## config.mk

```make
export PLATFORM = sky130hd
export DESIGN_NAME = mux_scan_ctrl
export DESIGN_NICKNAME = d
export VERILOG_FILES = /design/src/rtl/mux_scan_ctrl.sv
export SDC_FILE = /design/constraint.sdc
export NUM_CORES = 1
export LEC_CHECK = 0
export ABC_CLOCK_PERIOD_IN_PS = 1500
export CAP_MARGIN = 20
export CORE_MARGIN = 10
export CORE_UTILIZATION = 54
export CTS_CLUSTER_SIZE = 20
export DETAILED_ROUTE_END_ITERATION = 10
export DONT_BUFFER_PORTS = 1
export PLACE_DENSITY_LB_ADDON = 0.12
export SLEW_MARGIN = 20
export SYNTH_ARGS = -nofsm -noshare
export SYNTH_HDL_FRONTEND = slang
export SYNTH_SLANG_ARGS = --single-unit
export TNS_END_PERCENT = 20
```

## constraint.sdc

```tcl
create_clock -name CLK -period 1.5 [get_ports CLK]
set_input_delay 0.15 -clock CLK [delete_from_list [all_inputs] [get_ports CLK]]
set_output_delay 0.15 -clock CLK [all_outputs]
set_load 0.01 [all_outputs]
```

## src/rtl/mux_scan_ctrl.sv

```systemverilog
// rtl/mux_scan_ctrl.sv - sequencer that scans a 4-to-1 pass-transistor mux
// and publishes each completed 4-channel sample as a single atomic DATA word.
module mux_scan_ctrl #(
  parameter int SETTLE_CYC = 2
) (
  input  logic       CLK,
  input  logic       RSTn,
  input  logic       START,
  input  logic       CONT,
  input  logic       MUXOUT,
  output logic       S1,
  output logic       S2,
  output logic [3:0] DATA,
  output logic       VALID,
  output logic       BUSY
);

  localparam logic [0:0] ST_IDLE = 1'b0;
  localparam logic [0:0] ST_SCAN = 1'b1;

  localparam logic [3:0] LAST_CNT = 4'(SETTLE_CYC - 1);

  logic [0:0] state;
  logic [1:0] ch;
  logic [3:0] cnt;
  logic [3:0] shadow;
  logic [1:0] ch_nxt;
  logic       sample_now;
  logic       scan_done;

  assign ch_nxt     = ch + 2'd1;
  assign sample_now = (state == ST_SCAN) && (cnt == LAST_CNT);
  assign scan_done  = sample_now && (ch == 2'd3);

  // Channel n drives select code ~n, so {S2,S1} runs 11,10,01,00 for A..D and
  // the shadow bit for channel n is bit ~n (A lands in bit3).
  always_ff @(posedge CLK or negedge RSTn) begin
    if (!RSTn) begin
      state  <= ST_IDLE;
      ch     <= 2'd0;
      cnt    <= 4'd0;
      shadow <= 4'd0;
      S1     <= 1'b0;
      S2     <= 1'b0;
      DATA   <= 4'd0;
      VALID  <= 1'b0;
      BUSY   <= 1'b0;
    end else begin
      VALID <= 1'b0;
      case (state)
        ST_IDLE: begin
          if (START) begin
            state    <= ST_SCAN;
            ch       <= 2'd0;
            cnt      <= 4'd0;
            shadow   <= 4'd0;
            {S2, S1} <= 2'b11;
            BUSY     <= 1'b1;
          end
        end
        default: begin
          if (sample_now) begin
            shadow[~ch] <= MUXOUT;
            cnt         <= 4'd0;
            if (scan_done) begin
              // ch3 is captured on this same edge, so bypass the shadow for it.
              DATA  <= {shadow[3:1], MUXOUT};
              VALID <= 1'b1;
              ch    <= 2'd0;
              if (CONT) begin
                {S2, S1} <= 2'b11;
              end else begin
                state    <= ST_IDLE;
                {S2, S1} <= 2'b00;
                BUSY     <= 1'b0;
              end
            end else begin
              ch       <= ch_nxt;
              {S2, S1} <= ~ch_nxt;
            end
          end else begin
            cnt <= cnt + 4'd1;
          end
        end
      endcase
    end
  end

endmodule

```

Yosys cells after proc, flatten, opt, wreduce, memory -nomap -nowiden
Index checks and enable logic that the tools add are counted.
{"block": "word_totals", "output_inout_bits": 8, "ramBits": 0, "register_bits": 19, "latch_bits": 0, "memories": 0, "mem_bits_ro": 0, "word_cells": 58}
{"block": "op_classes", "n_addsub": 2, "n_reduce_logical": 7, "shifts": 0, "n_mul": 0, "n_bitwise": 2, "magnitude_cmp": 2, "n_mux": 31, "n_eq_ne": 5, "n_div": 0}
{"operator": "1-bit 2-to-1 mux", "count": 20}
{"operator": "4-bit 2-to-1 mux", "count": 5}
{"operator": "2-bit 2-to-1 mux", "count": 4}
{"operator": "4-bit by 1-bit adder with 4-bit output, second input constant", "count": 1}
{"operator": "4-bit bitwise mux", "count": 1}
{"operator": "4-bit by 1-bit == test with 1-bit output, second input constant", "count": 1}
{"operator": "2-bit by 1-bit != test with 1-bit output, second input constant", "count": 2}
{"operator": "2-bit NOT", "count": 2}
{"operator": "4-bit AND reduction", "count": 1}
{"operator": "1-bit logical AND", "count": 3}
{"operator": "2-bit by 3-bit less-than comparator with 1-bit output, second input constant", "count": 1}
{"operator": "3-bit AND reduction", "count": 1}
{"operator": "2-bit by 1-bit adder with 2-bit output, second input constant", "count": 1}
{"operator": "1-bit demux with 2-bit select", "count": 1}
{"operator": "2-bit == test, second input constant", "count": 1}
{"operator": "2-bit by 1-bit greater-or-equal comparator with 1-bit output, second input constant", "count": 1}
{"operator": "2-bit != test, second input constant", "count": 1}
{"operator": "2-bit AND reduction", "count": 1}
{"operator": "2-bit nonzero test", "count": 1}

Logic depth before layout (Yosys ltp)
{"block": "depth", "word_depth": 8, "depth_mapped": 5}

Worst setup path after synthesis
Ideal clock, no wire load.
{"block": "synth_path", "kind": "flip-flop to flip-flop", "start": "reg cnt[1]", "end": "reg DATA[0]", "arrival_time_ns": 1.379, "synth_period_minus_slack_ns": 1.504, "path_stages_with_launch": 6, "required_ns": 1.375, "path_slack_ns": -0.004, "cell_sequence": "dfrtp_1 > inv_1 > ha_1 > nor3b_4 > nand3_4 > mux2_4"}
{"block": "synth_between", "elab_chain_cells": 4}
{"element": "start, declared", "line_no": "25", "text": "logic [3:0] cnt;"}
{"element": "start signal, assigned", "line_no": "82", "text": "cnt <= cnt + 4'd1;"}
{"element": "4-bit by 1-bit == test with 1-bit output *", "line_no": "32", "text": "assign sample_now = (state == ST_SCAN) && (cnt == LAST_CNT);"}
{"element": "1-bit logical AND *", "line_no": "32"}
{"element": "1-bit logical AND", "line_no": "33", "text": "assign scan_done = sample_now && (ch == 2'd3);"}
{"element": "3-bit AND reduction (no source line) *"}
{"element": "end signal, assigned", "line_no": "67", "text": "DATA <= {shadow[3:1], MUXOUT};"}
{"element": "end, declared", "line_no": "13", "text": "output logic [3:0] DATA,"}
Every way passes the cells marked *; elsewhere a longest branch is shown, timed or not.
A chain may end at the register's enable or synchronous reset.

Worst setup path in the final report
{"block": "layout_path", "start": "reg cnt[1]", "end": "reg DATA[1]"}
The elaborated chain is that of the path after synthesis.

==> flow_results.org <==
** Run status
- Status :: completed

** Synthesis
- Yosys warns :: 0
- When the netlist entered floorplanning its net count stood at 92.
- After synthesis, the share of flip-flops with an asynchronous set or reset is 100%.
- Cell variety after synth :: 29
- Counting flops and latches in the post-synthesis netlist gives 18.
- After synthesis, flip-flops and latches occupy between 40% and 50% of the total area.
- In this run the mean area of a mapped cell was 11.6 sq um.
- The most used flip-flop cell after synthesis is dfrtp_1.
- Share of the synthesized area in the top cell type :: 47.8%
- EDFF count, synth :: 0
- Synth Cell Area :: ~940 sq um
- Number of cells produced by synthesis :: 81
- After synthesis, the cell types taking the most area are dfrtp_1 48%, ha_1 8.0%, mux2_4 6.4%.
- The biggest area contributor in the post-synthesis netlist is dfrtp_1.

** Place
- Prior to clock tree synthesis, the placed netlist has a worst setup slack of about 0.035 ns.
- Summed over all nets, the half-perimeter wirelength after detailed placement is 1340 um.
- Port Buf Inserts :: 0
- Final RePlAce weighted congestion :: 0.713
- Post-placement cell count :: between 100 and 150

** Detailed routing
- Iter 0 DRT Violations :: 9
- Dividing the detail-routed wire length by the instance count gives around 16 um.
- Final routed wirelength across all metal layers :: approximately 1800 um
- The first detailed-routing pass ran for 4 iterations.
- Once detail routing completed, the nets flagged for antenna violations numbered 0.
- Number of design rule violations left after detail routing :: 0
- Number of vias after detailed routing :: between 600 and 700
- Avg Vias per Cell :: between 5 and 6

** Global route
- First-pass GRT wire length :: around 3000 um
- Number of global-route vias before repair :: between 600 and 700
- Congestion Overflow GR :: 0
- Global routing consumed, over all layers together, between 10% and 20% of the routing resources.
- Maximum number of pins on one net before global-route repair :: 19
- The number of antenna violations at the first check in global routing came to 0.

** Worst setup path
- Max Fanout on Critical Path :: 5
- Beginning of the worst register-to-register path :: cnt[1]$_DFFE_PN0P_
- The critical path in this run is classified as reg2reg.
- CP Launch Type :: flip-flop
- The endpoint identified for the worst register-to-register timing path is DATA[1]$_DFFE_PN0P_.
- Kind of end point of the critical path :: flip-flop
- The number of cells on the worst reg-to-reg path is 5.
- Reg-to-reg slack, setup :: between 0.06 and 0.07 ns
- WP data required :: between 1.5 and 2 ns
- STA puts the critical path data arrival time at around 1.6 ns.

** Final layout
- # diodes :: 0
- From synthesis to final layout, the design area changed by 17.3%.
- The net count of the finished layout is 108.
- The library cells used most frequently in the layout, excluding fill and tap cells, are 18 x dfrtp_1, 9 x buf_4, 6 x nand3_1.
- The library cell used most frequently in the layout, excluding fill and tap cells, is dfrtp_1.
- The layout has 129 filler cells.
- Leaving out filler cells and counting taps, the final layout contains about 110.
- In the final layout, the share of cells above drive strength 1 is about 25%.

** Clock network
- Clock-pin transition on the worst setup and hold timing paths :: 0.10 ns
- CTS built an H-tree with a depth of 1.
- Clock root buffer :: clkbuf_4
- Clk sinks :: 18
- Clk_lat worst skew :: approximately 0.29 ns
- TritonCTS clock tree :: yes
- Number of CTS-inserted buffers :: 3
- Maximum root-to-sink buffer count :: 2

** Timing
- Headroom to the max-slew limit came out at about 46%.
- For the pin with the worst max-slew slack, the measured transition is 0.800 ns.
- Ratio of final minimum period to clock period :: around 96%
- Setup ws final :: ~0.065 ns
- Final hold violations :: 0
- Setup violations remaining at the end of the flow were counted as 0.
- The clock arrives with approximately 0.0011 ns of skew.
- F_max :: 0.697 GHz
- The count of pins over their slew limit was 0.
- Final worst path period need :: approximately 1.4 ns

** Run
- Total of max-cap violations :: 0

** Die
- DIE AREA :: 0.00382 sq mm
- Core area :: between 0.0015 and 0.002 sq mm
- Row cnt :: 15
- The initial utilization of the core area, before any placement, comes to a little under three fifths.
- Vertical extent of the die :: 61.8 um
- Chip Width :: around 60 um
- 13 I/O pins were placed.

** Power
- For this design the static power due to leakage is just over 0.0005 uW.
- IR drop worst, VDD :: roughly 1.2 mV
- For this design the ratio of total power to cell area is 1940 mW/mm^2.

** Worst hold path
- For hold timing, the worst endpoint is cnt[0]$_DFFE_PN0P_.
- Worst hold path startpoint :: START
- The worst hold path belongs to the class in2reg.
- Counting instances, the worst hold path has a depth of 2.
[worst max path at each step]
stage	startpoint	endpoint	slack [ns]	cells past startpoint
after floorplan	cnt[1]$_DFFE_PN0P_	DATA[0]$_DFFE_PN0P_	-0.004	5
after global placement	cnt[1]$_DFFE_PN0P_	DATA[2]$_DFFE_PN0P_	0.08	5
after detailed placement	cnt[1]$_DFFE_PN0P_	DATA[1]$_DFFE_PN0P_	0.03	5
after CTS	cnt[1]$_DFFE_PN0P_	DATA[1]$_DFFE_PN0P_	0.006	5
after global routing	cnt[1]$_DFFE_PN0P_	DATA[1]$_DFFE_PN0P_	-0.01	5
final	cnt[1]$_DFFE_PN0P_	DATA[1]$_DFFE_PN0P_	0.07	5
[what timing repair did]
item	in CTS	in global routing
endpoints found under the setup margin	0	10
hold buffers	3	0
resized for setup	0	3
hold endpoints to repair	24	0
setup buffers	0	2
[registers in the layout, indices dropped and copies added (netlist names)]
signal,cells
DATA,4
cnt,4
shadow,3
ch,2
BUSY,1
S1,1
S2,1
VALID,1
state,1
[final cells by class]
type                       count  area, sq um  area share (%)
multi-input combinational     55          473            42.8
timing repair buffer          12         97.6            8.83
sequential                    18          450            40.8
clock buffer                   4         36.3            3.28
tap                           17         21.3            1.93
inverter                       7         26.3            2.38
[where the power goes]
group / switching [uW] / internal (uW)
Combinational: 393 / 510
Sequential: 245 / 698
Clock: 152 / 148
Total: 790 / 1360
[worst max-delay path: stages (launching register included)]
cell     delay, ns
dfrtp_1       0.42
inv_2         0.08
ha_4          0.12
nor3b_4       0.22
nand3_4       0.15
mux2_4        0.33
[synth_stat cells, types with 2 or more instances]
library cell / number
dfrtp_1: 18
o21ai_1: 3
a21oi_1: 5
mux2i_1: 2
ha_1: 6
nand2b_1: 5
mux2_4: 4
a21o_1: 2
nand3_1: 6
inv_1: 6
nand3b_1: 2
nor3b_1: 2
o22a_1: 2
o21ai_0: 3
[stage by stage]
stage | area (sq um) | TNS (ns) | hold WS, ns | utilization [%] | total power (uW)
detailed placement | 1010 | 0 | -0.145 | 59.9 | 1800
floorplan | 942 | -0.0172 | -0.146 | - | 1530
finish | 1100 | 0 | 0.0158 | 65.4 | 2150
global route | 1100 | -0.0191 | 0.00710 | 65.4 | 2330
global placement | 1010 | 0 | -0.145 | 59.9 | 1750
CTS | 1080 | 0 | 0.00595 | 63.8 | 2120
[cell families after synthesis]
kind of cell / count (synthesis) / share of synthesized area [%]
AOI/OAI and AO/OA: 18 / 11.7
xor gates and xnor gates: 1 / 0.930
adders and majority gates: 6 / 7.97
buffers and inverters: 8 / 3.32
DFF: 18 / 47.8
muxes: 7 / 9.69
and+or+nand+nor: 23 / 18.6
[metal layers]
metal | part of all wire, % | routed length (um) | up-vias | global-route usage [%]
met5 | 0 | 0 | - | 0
met4 | 1.1 | 19 | 0 | 5.73
met3 | 8.7 | 156 | 4 | 4.07
met2 | 45 | 810 | 18 | 16.0
met1 | 45 | 796 | 298 | 12.9
li1 | - | - | 321 | -
(Power assumes the default switching activity.)
